[src/rtl/press_event_decoder.sv]
`default_nettype none
// ============================================================================
// Module      : press_event_decoder
// Description : Classifies presses of a debounced button into single-cycle
//               short / long / double press events for the parking
//               controller. Fully synchronous, one clock domain.
// Ports       : clk         - system clock, rising edge
//               rst         - synchronous active-high reset
//               inButton    - debounced button level, 1 = pressed
//               shortPress  - one-cycle pulse, short press classified
//               longPress   - one-cycle pulse, long press classified
//               doublePress - one-cycle pulse, second press inside gap
//               held        - level, high while a long press is held
//               eventCount  - total events emitted, wraps modulo 2^EVT_W
// Revision    : 1.0 - initial release
// ============================================================================
module press_event_decoder #(
    parameter int LONG_CYCLES = 50,
    parameter int GAP_CYCLES  = 20,
    parameter int CNT_W       = 16,
    parameter int EVT_W       = 8
) (
    input  logic             clk,
    input  logic             rst,
    input  logic             inButton,
    output logic             shortPress,
    output logic             longPress,
    output logic             doublePress,
    output logic             held,
    output logic [EVT_W-1:0] eventCount
);

    typedef enum logic [2:0] {
        IDLE      = 3'd0,
        PRESS1    = 3'd1,
        GAP       = 3'd2,
        HOLD_LONG = 3'd3,
        WAIT_REL  = 3'd4
    } state_t;

    // Terminal counts: the counter already holds the number of samples seen,
    // so the deciding sample arrives while cnt equals N-1.
    localparam logic [CNT_W-1:0] c_longLast = CNT_W'(LONG_CYCLES - 1);
    localparam logic [CNT_W-1:0] c_gapLast  = CNT_W'(GAP_CYCLES - 1);
    localparam logic [CNT_W-1:0] c_cntOne   = CNT_W'(1);
    localparam logic [EVT_W-1:0] c_evtOne   = EVT_W'(1);

    state_t           r_state;
    state_t           w_stateNext;
    logic [CNT_W-1:0] r_cnt;
    logic [CNT_W-1:0] w_cntNext;
    logic             r_shortPress;
    logic             r_longPress;
    logic             r_doublePress;
    logic             r_held;
    logic [EVT_W-1:0] r_eventCount;
    logic             w_shortNext;
    logic             w_longNext;
    logic             w_doubleNext;
    logic             w_heldNext;
    logic             w_anyEvent;

    // ------------------------------------------------------------------
    // State, counter and registered outputs
    // ------------------------------------------------------------------
    always_ff @(posedge clk) begin
        if (rst) begin
            r_state       <= IDLE;
            r_cnt         <= '0;
            r_shortPress  <= 1'b0;
            r_longPress   <= 1'b0;
            r_doublePress <= 1'b0;
            r_held        <= 1'b0;
            r_eventCount  <= '0;
        end else begin
            r_state       <= w_stateNext;
            r_cnt         <= w_cntNext;
            r_shortPress  <= w_shortNext;
            r_longPress   <= w_longNext;
            r_doublePress <= w_doubleNext;
            r_held        <= w_heldNext;
            if (w_anyEvent) begin
                r_eventCount <= r_eventCount + c_evtOne;
            end
        end
    end

    // ------------------------------------------------------------------
    // Next-state and next-output logic
    // ------------------------------------------------------------------
    always_comb begin
        w_stateNext  = r_state;
        w_cntNext    = r_cnt;
        w_shortNext  = 1'b0;
        w_longNext   = 1'b0;
        w_doubleNext = 1'b0;
        w_heldNext   = 1'b0;

        case (r_state)
            IDLE: begin
                if (inButton) begin
                    w_stateNext = PRESS1;
                    w_cntNext   = c_cntOne;
                end
            end

            PRESS1: begin
                if (inButton) begin
                    if (r_cnt == c_longLast) begin
                        w_longNext  = 1'b1;
                        w_heldNext  = 1'b1;
                        w_stateNext = HOLD_LONG;
                        w_cntNext   = '0;
                    end else begin
                        w_cntNext = r_cnt + c_cntOne;
                    end
                end else begin
                    // First low sample of the gap window is counted here.
                    w_stateNext = GAP;
                    w_cntNext   = c_cntOne;
                end
            end

            GAP: begin
                if (inButton) begin
                    w_doubleNext = 1'b1;
                    w_stateNext  = WAIT_REL;
                    w_cntNext    = '0;
                end else if (r_cnt == c_gapLast) begin
                    w_shortNext = 1'b1;
                    w_stateNext = IDLE;
                    w_cntNext   = '0;
                end else begin
                    w_cntNext = r_cnt + c_cntOne;
                end
            end

            HOLD_LONG: begin
                // Release ends the hold silently; a quick re-press starts
                // fresh from IDLE and can never count as a double press.
                if (inButton) begin
                    w_heldNext = 1'b1;
                end else begin
                    w_stateNext = IDLE;
                end
            end

            WAIT_REL: begin
                // Second press of a double: duration is irrelevant.
                if (!inButton) begin
                    w_stateNext = IDLE;
                end
            end

            default: begin
                w_stateNext = IDLE;
                w_cntNext   = '0;
            end
        endcase
    end

    // Paths above are mutually exclusive, so at most one event per cycle.
    assign w_anyEvent = w_shortNext | w_longNext | w_doubleNext;

    assign shortPress  = r_shortPress;
    assign longPress   = r_longPress;
    assign doublePress = r_doublePress;
    assign held        = r_held;
    assign eventCount  = r_eventCount;

endmodule
`default_nettype wire

[config.mk]
export PLATFORM = sky130hd
export DESIGN_NAME = press_event_decoder
export DESIGN_NICKNAME = d
export VERILOG_FILES = /design/src/rtl/press_event_decoder.sv
export SDC_FILE = /design/constraint.sdc
export NUM_CORES = 1
export LEC_CHECK = 0
export ABC_AREA = 1
export BUFFER_PORTS_ARGS = -buffer_cell sky130_fd_sc_hd__buf_2
export CORE_MARGIN = 10
export CORE_UTILIZATION = 25
export CTS_BUF_LIST = sky130_fd_sc_hd__clkbuf_8
export DETAILED_ROUTE_END_ITERATION = 10
export GPL_TIMING_DRIVEN = 0
export HOLD_SLACK_MARGIN = 0.06
export PLACE_DENSITY_LB_ADDON = 0.15
export SYNTH_ARGS = -nofsm -noshare
export SYNTH_HDL_FRONTEND = slang
export SYNTH_SLANG_ARGS = --single-unit
[constraint.sdc]
create_clock -name clk -period 2.5 [get_ports clk]
set_input_delay 0.375 -clock clk [delete_from_list [all_inputs] [get_ports clk]]
set_output_delay 0.375 -clock clk [all_outputs]
set_load 0.02 [all_outputs]
Word-level counts from Yosys, hierarchy flattened
Index checks and enable logic that the tools add are counted.
{ "totals": {"reg_bits": 31} }
{ "classes": {"n_addsub": 2, "n_eq_ne": 10, "mux": 22, "bitwise": 3, "reduce_logical": 4} }
{ "op_table": {"columns": ["op", "count"], "rows": [
  ["$mux 16", 5],
  ["$pmux 16 s4", 1],
  ["$mux 3", 6],
  ["$add 16x1->16 const B", 1],
  ["$eq 16x5->1 const B", 1],
  ["$eq 16x6->1 const B", 1],
  ["$pmux 3 s4", 1],
  ["$add 8x1->8 const B", 1],
  ["$mux 1", 8],
  ["$eq 3x2->1 const B", 2],
  ["$ne 3x3->1 const B", 2],
  ["$ne 2x2->1 const B", 2],
  ["$reduce_and 4->1", 1],
  ["$eq 3x1->1 const B", 1],
  ["$eq 3x3->1 const B", 1],
  ["$logic_not 3->1", 1],
  ["$or 1x1->1", 2],
  ["$pmux 1 s2", 1],
  ["$reduce_and 2->1", 1],
  ["$reduce_or 2->1", 1],
  ["$not 1->1", 1]
]} }

Logic depth before layout (Yosys ltp)
{ "logic_depth": {"word_depth": 6, "depth_mapped": 11, "mapped_depth_nobuf": 11} }

Worst setup path after synthesis
OpenSTA, ideal clock, no wires.
{ "synth_path": {"kind": "reg2reg", "from": "register r_cnt[0]", "to": "register r_cnt[10]", "setup_time_ps": 116, "arrival_ps": 1318, "required_ps": 2384, "path_slack_ps": 1066, "stages_incl_launch_ff": 11, "path_buffers": 0, "period_less_slack_ps": 1434, "cell_sequence": "dfxtp_1 > ha_1 > nand3_1 > nor2_2 > nand2_1 > nand2_2 > nand2_2 > inv_2 > nand2_4 > nand2_4 > nor2_1"} }
{ "synth_via": {"elab_chain_cells": 4} }
{ "synth_lines": {"columns": ["element", "line", "rtl"], "rows": [
  ["start: declaration", "50", "logic [CNT_W-1:0] r_cnt;"],
  ["start signal: assignment", "77", "r_cnt <= w_cntNext;"],
  ["$add 16x1->16, or another cell as far along", "115, 134", null],
  ["$mux 16, on equally long branches", "129, 109", null],
  ["$mux 16, on equally long branches", "125, 108", null],
  ["$pmux 16 s4 *", "99", "case (r_state)"]
]} }
Mark *: on every way between the ends. The rest lies on a longest branch, timed or not.
A chain may end at the register's enable or synchronous reset.

Worst setup path after layout
{ "layout_path": {"from": "register r_cnt[0]", "to": "register r_cnt[5]"} }
The elaborated chain is that of the path after synthesis.

==> results.md <==
* Overall routing resource usage at 8.267%
* Hold_buf cts at 0
* Pin count of the biggest net entering global routing at 11
* Data required time at the worst endpoint at 2.68 ns
* Total wire length after detailed routing at 3.968 mm
* Setup clock skew after layout at 0.003842 ns
* Buffers inserted by post-CTS timing repair at 0
* Initial antenna violation count at 0
* Total negative slack at 0 ns
* Post_cts resized at 0
* Post-Syn Instances at 239
* Violation count after the first detailed-routing iteration at 42
* Top-area cell type share of the netlist area at 36.42%
* Worst VDD drop at 0.3304 mV
* Number of nets at the end of the flow at 266
* Total routed wire length on the met1 layer at 1.980 mm
* Type of destination of the critical path: flip-flop
* Distinct cell type count after synthesis at 30
* Die footprint at 10520 sq um
* Number of global-route vias before repair at 1440
* Worst-path cell with the longest stage delay: dfxtp_1
* Sink count of the clock tree at 31
* Cell Count Post-Placement at 333
* CP arrival at 1.90 ns
* Post-synth net total at 245
* Most frequent cells in the layout: 50 x nand2_1, 45 x nor2_1, 31 x dfxtp_1
* Grt total ovfl at 0
* Total half-perimeter wirelength after legalization and detailed placement at 2.982 mm
* Pre-CTS setup slack at 0.7711 ns
* Final antenna diode count at 0
* DR WL met3 at 257 um
* Via-to-Cell Ratio at 4.331
* Startpoint kind of the worst setup timing path: flip-flop
* Mean area per synthesized cell at 7.130 sq um
* Routed WL per cell at 11.64 um
* TritonCTS clock tree: yes
* Final worst path period share at 69.06%
* Min Tclk post-route at 1.727 ns
* Top routing layer in use: met4
* Setup repair after global routing missed its margin: false
* Maximum Capacitance Violations at 0
* Row count at 30
* Synth-to-Final Area Change at 15.86%
* Final non-filler cell total at 341
* Worst hold path class: input pin to flip-flop
* Total setup violations reported at the end of the flow at 0
* Initial Utilization at 25.36%
* Final number of max-transition violations at 0
* Maximum frequency from static timing analysis at 0.5792 GHz
* Clock transition at the register clock pins on the worst setup and hold paths after CTS at 0.07 ns
* Fraction of final layout cells sized beyond drive strength 1 at 20.69%
* Routability Congestion at 0.7587
* Ordered cell list for the critical path: ha_1, nand3_1, nor2_2, nand2_1, nand2_2, nand2_2, inv_2, nand2_4, nand2_4, nor2_1
* Clock Path Buffers at 2
* First-pass iteration count of the detailed router at 4
* YS warnings at 0
* Portion of the post-synthesis area used by sequential elements at 36.42%
* Number of register bits inferred by synthesis at 31
* Cell type with the largest total area after synthesis: dfxtp_1
* Actual transition at the worst max-transition pin at 0.5851 ns
* Count of input and output buffers at 14
* Run status: complete, no violations
* Routed wl met2 at 1.689 mm
* DRC viols at 0
* Routed vias at 1477
* Worst setup slack after layout at 0.7735 ns
* Worst Path Class, Setup: flip-flop to flip-flop
* CTS buffer count at 5
* Die Width at 102.6 um
* Pwr Density at 686.5 nW/um^2
* Top-level port count at 15
* Most common cell after layout, fill and taps aside: nand2_1
* Clock network latency to the later pin of the worst-skew pair at 0.29 ns
* Cell types occupying the most area after synthesis: dfxtp_1 36%, nand2_1 11%, nor2_1 9.9%
* Count of buffer and inverter cells on the critical path at 1
* Maximum fanout encountered on the critical timing path at 10
* Delay-heaviest family, CP: simple AND/OR/NAND/NOR gates
* Register-to-register setup slack at 0.77 ns
* Die Y at 102.6 um
* Worst slew margin relative to its limit at 60.99%
* H-tree levels at 2
* Cell at the root of the clock tree: clkbuf_8
* Netlist area before placement at 1704 sq um
* Area inside the core boundary at 6719 sq um
* Static leakage at 0.7984 nW
* First-pass GRT wire length at 6.741 mm
* Final hold violations at 0
* Number of nets with antenna violations after routing at 0
* Worst stage delay on the critical path at 0.41 ns
[synthesized netlist by cell type]
library cell and number:
nand2_1 50, nor2_1 45, dfxtp_1 31, inv_1 24
nand3_1 15, a21oi_1 9, nand4_1 7, xor2_1 7
a21oi_2 6, nand2_2 5, nor3_1 5, nor3_2 5
o21ai_0 4, ha_1 3, nand2_4 3, nand3_2 3
inv_2 2, nor2_2 2, nor2_4 2, and2_4 1
buf_1 1, buf_6 1, clkbuf_1 1, inv_6 1
nand3_4 1, nand3b_1 1, o21a_1 1, o21ai_1 1
o21ai_2 1, o22ai_1 1
[final cells by class]
class,instances,area (sq um)
Sequential cell,31,620.6
Buffer,3,18.77
Clock buffer,7,96.34
Multi-Input combinational cell,178,958.4
Timing Repair Buffer,14,70.07
Inverter,27,106.4
Clock inverter,1,3.754
Fill cell,747,4745
Tap cell,80,100.1
[sequential cells by signal, indices dropped and copies added (netlist names)]
name / count
r_cnt: 16
r_state: 3
longPress: 1
held: 1
doublePress: 1
shortPress: 1
eventCount: 8
[path summary, 6_finish.rpt]
kind	from	endpoint	cells after the start
worst min-delay path	rst	eventCount[7]	2
worst max-delay path	r_cnt[0]	r_cnt[5]	10
worst max register to register	r_cnt[0]	r_cnt[5]	10
worst min register to register	eventCount[4]	eventCount[4]	2
[kinds of logic (layout without fill, tap and decap cells)]
logic type / after synthesis / after routing / synth area share (%)
xor gates and xnor gates: 7 / 7 / 3.598
and+or+nand+nor: 145 / 145 / 41.92
buffers and inverters: 30 / 52 / 7.342
AOI/OAI and AO/OA: 23 / 23 / 8.517
DFF: 31 / 31 / 36.42
adders and majority gates: 3 / 3 / 2.203
[per-stage QoR]
stage          utilization, %  cell area, sq um  hold slack, ns  power (mW)
4_1_cts                 29.39              1974          0.2672       1.380
6_report                29.39              1974          0.2706       1.355
5_1_grt                 29.39              1974          0.2700       1.449
3_3_place_gp            27.90              1874          0.4863      0.9366
3_5_place_dp            27.90              1874          0.4815      0.9334
2_1_floorplan               -              1704          0.4374      0.8451
[per-layer routing]
| metal | track usage [%] | up-vias |
|---|---|---|
| met4 | 3.254 | 0 |
| met5 | 0 | - |
| met2 | 12.46 | 23 |
| met3 | 3.619 | 5 |
| met1 | 10.09 | 645 |
| li1 | - | 804 |
[power by group]
group,internal (mW),switching (mW)
Clock,0.247,0.192
Combinational,0.109,0.246
Sequential,0.523,0.0388
(Power assumes the default switching activity.)
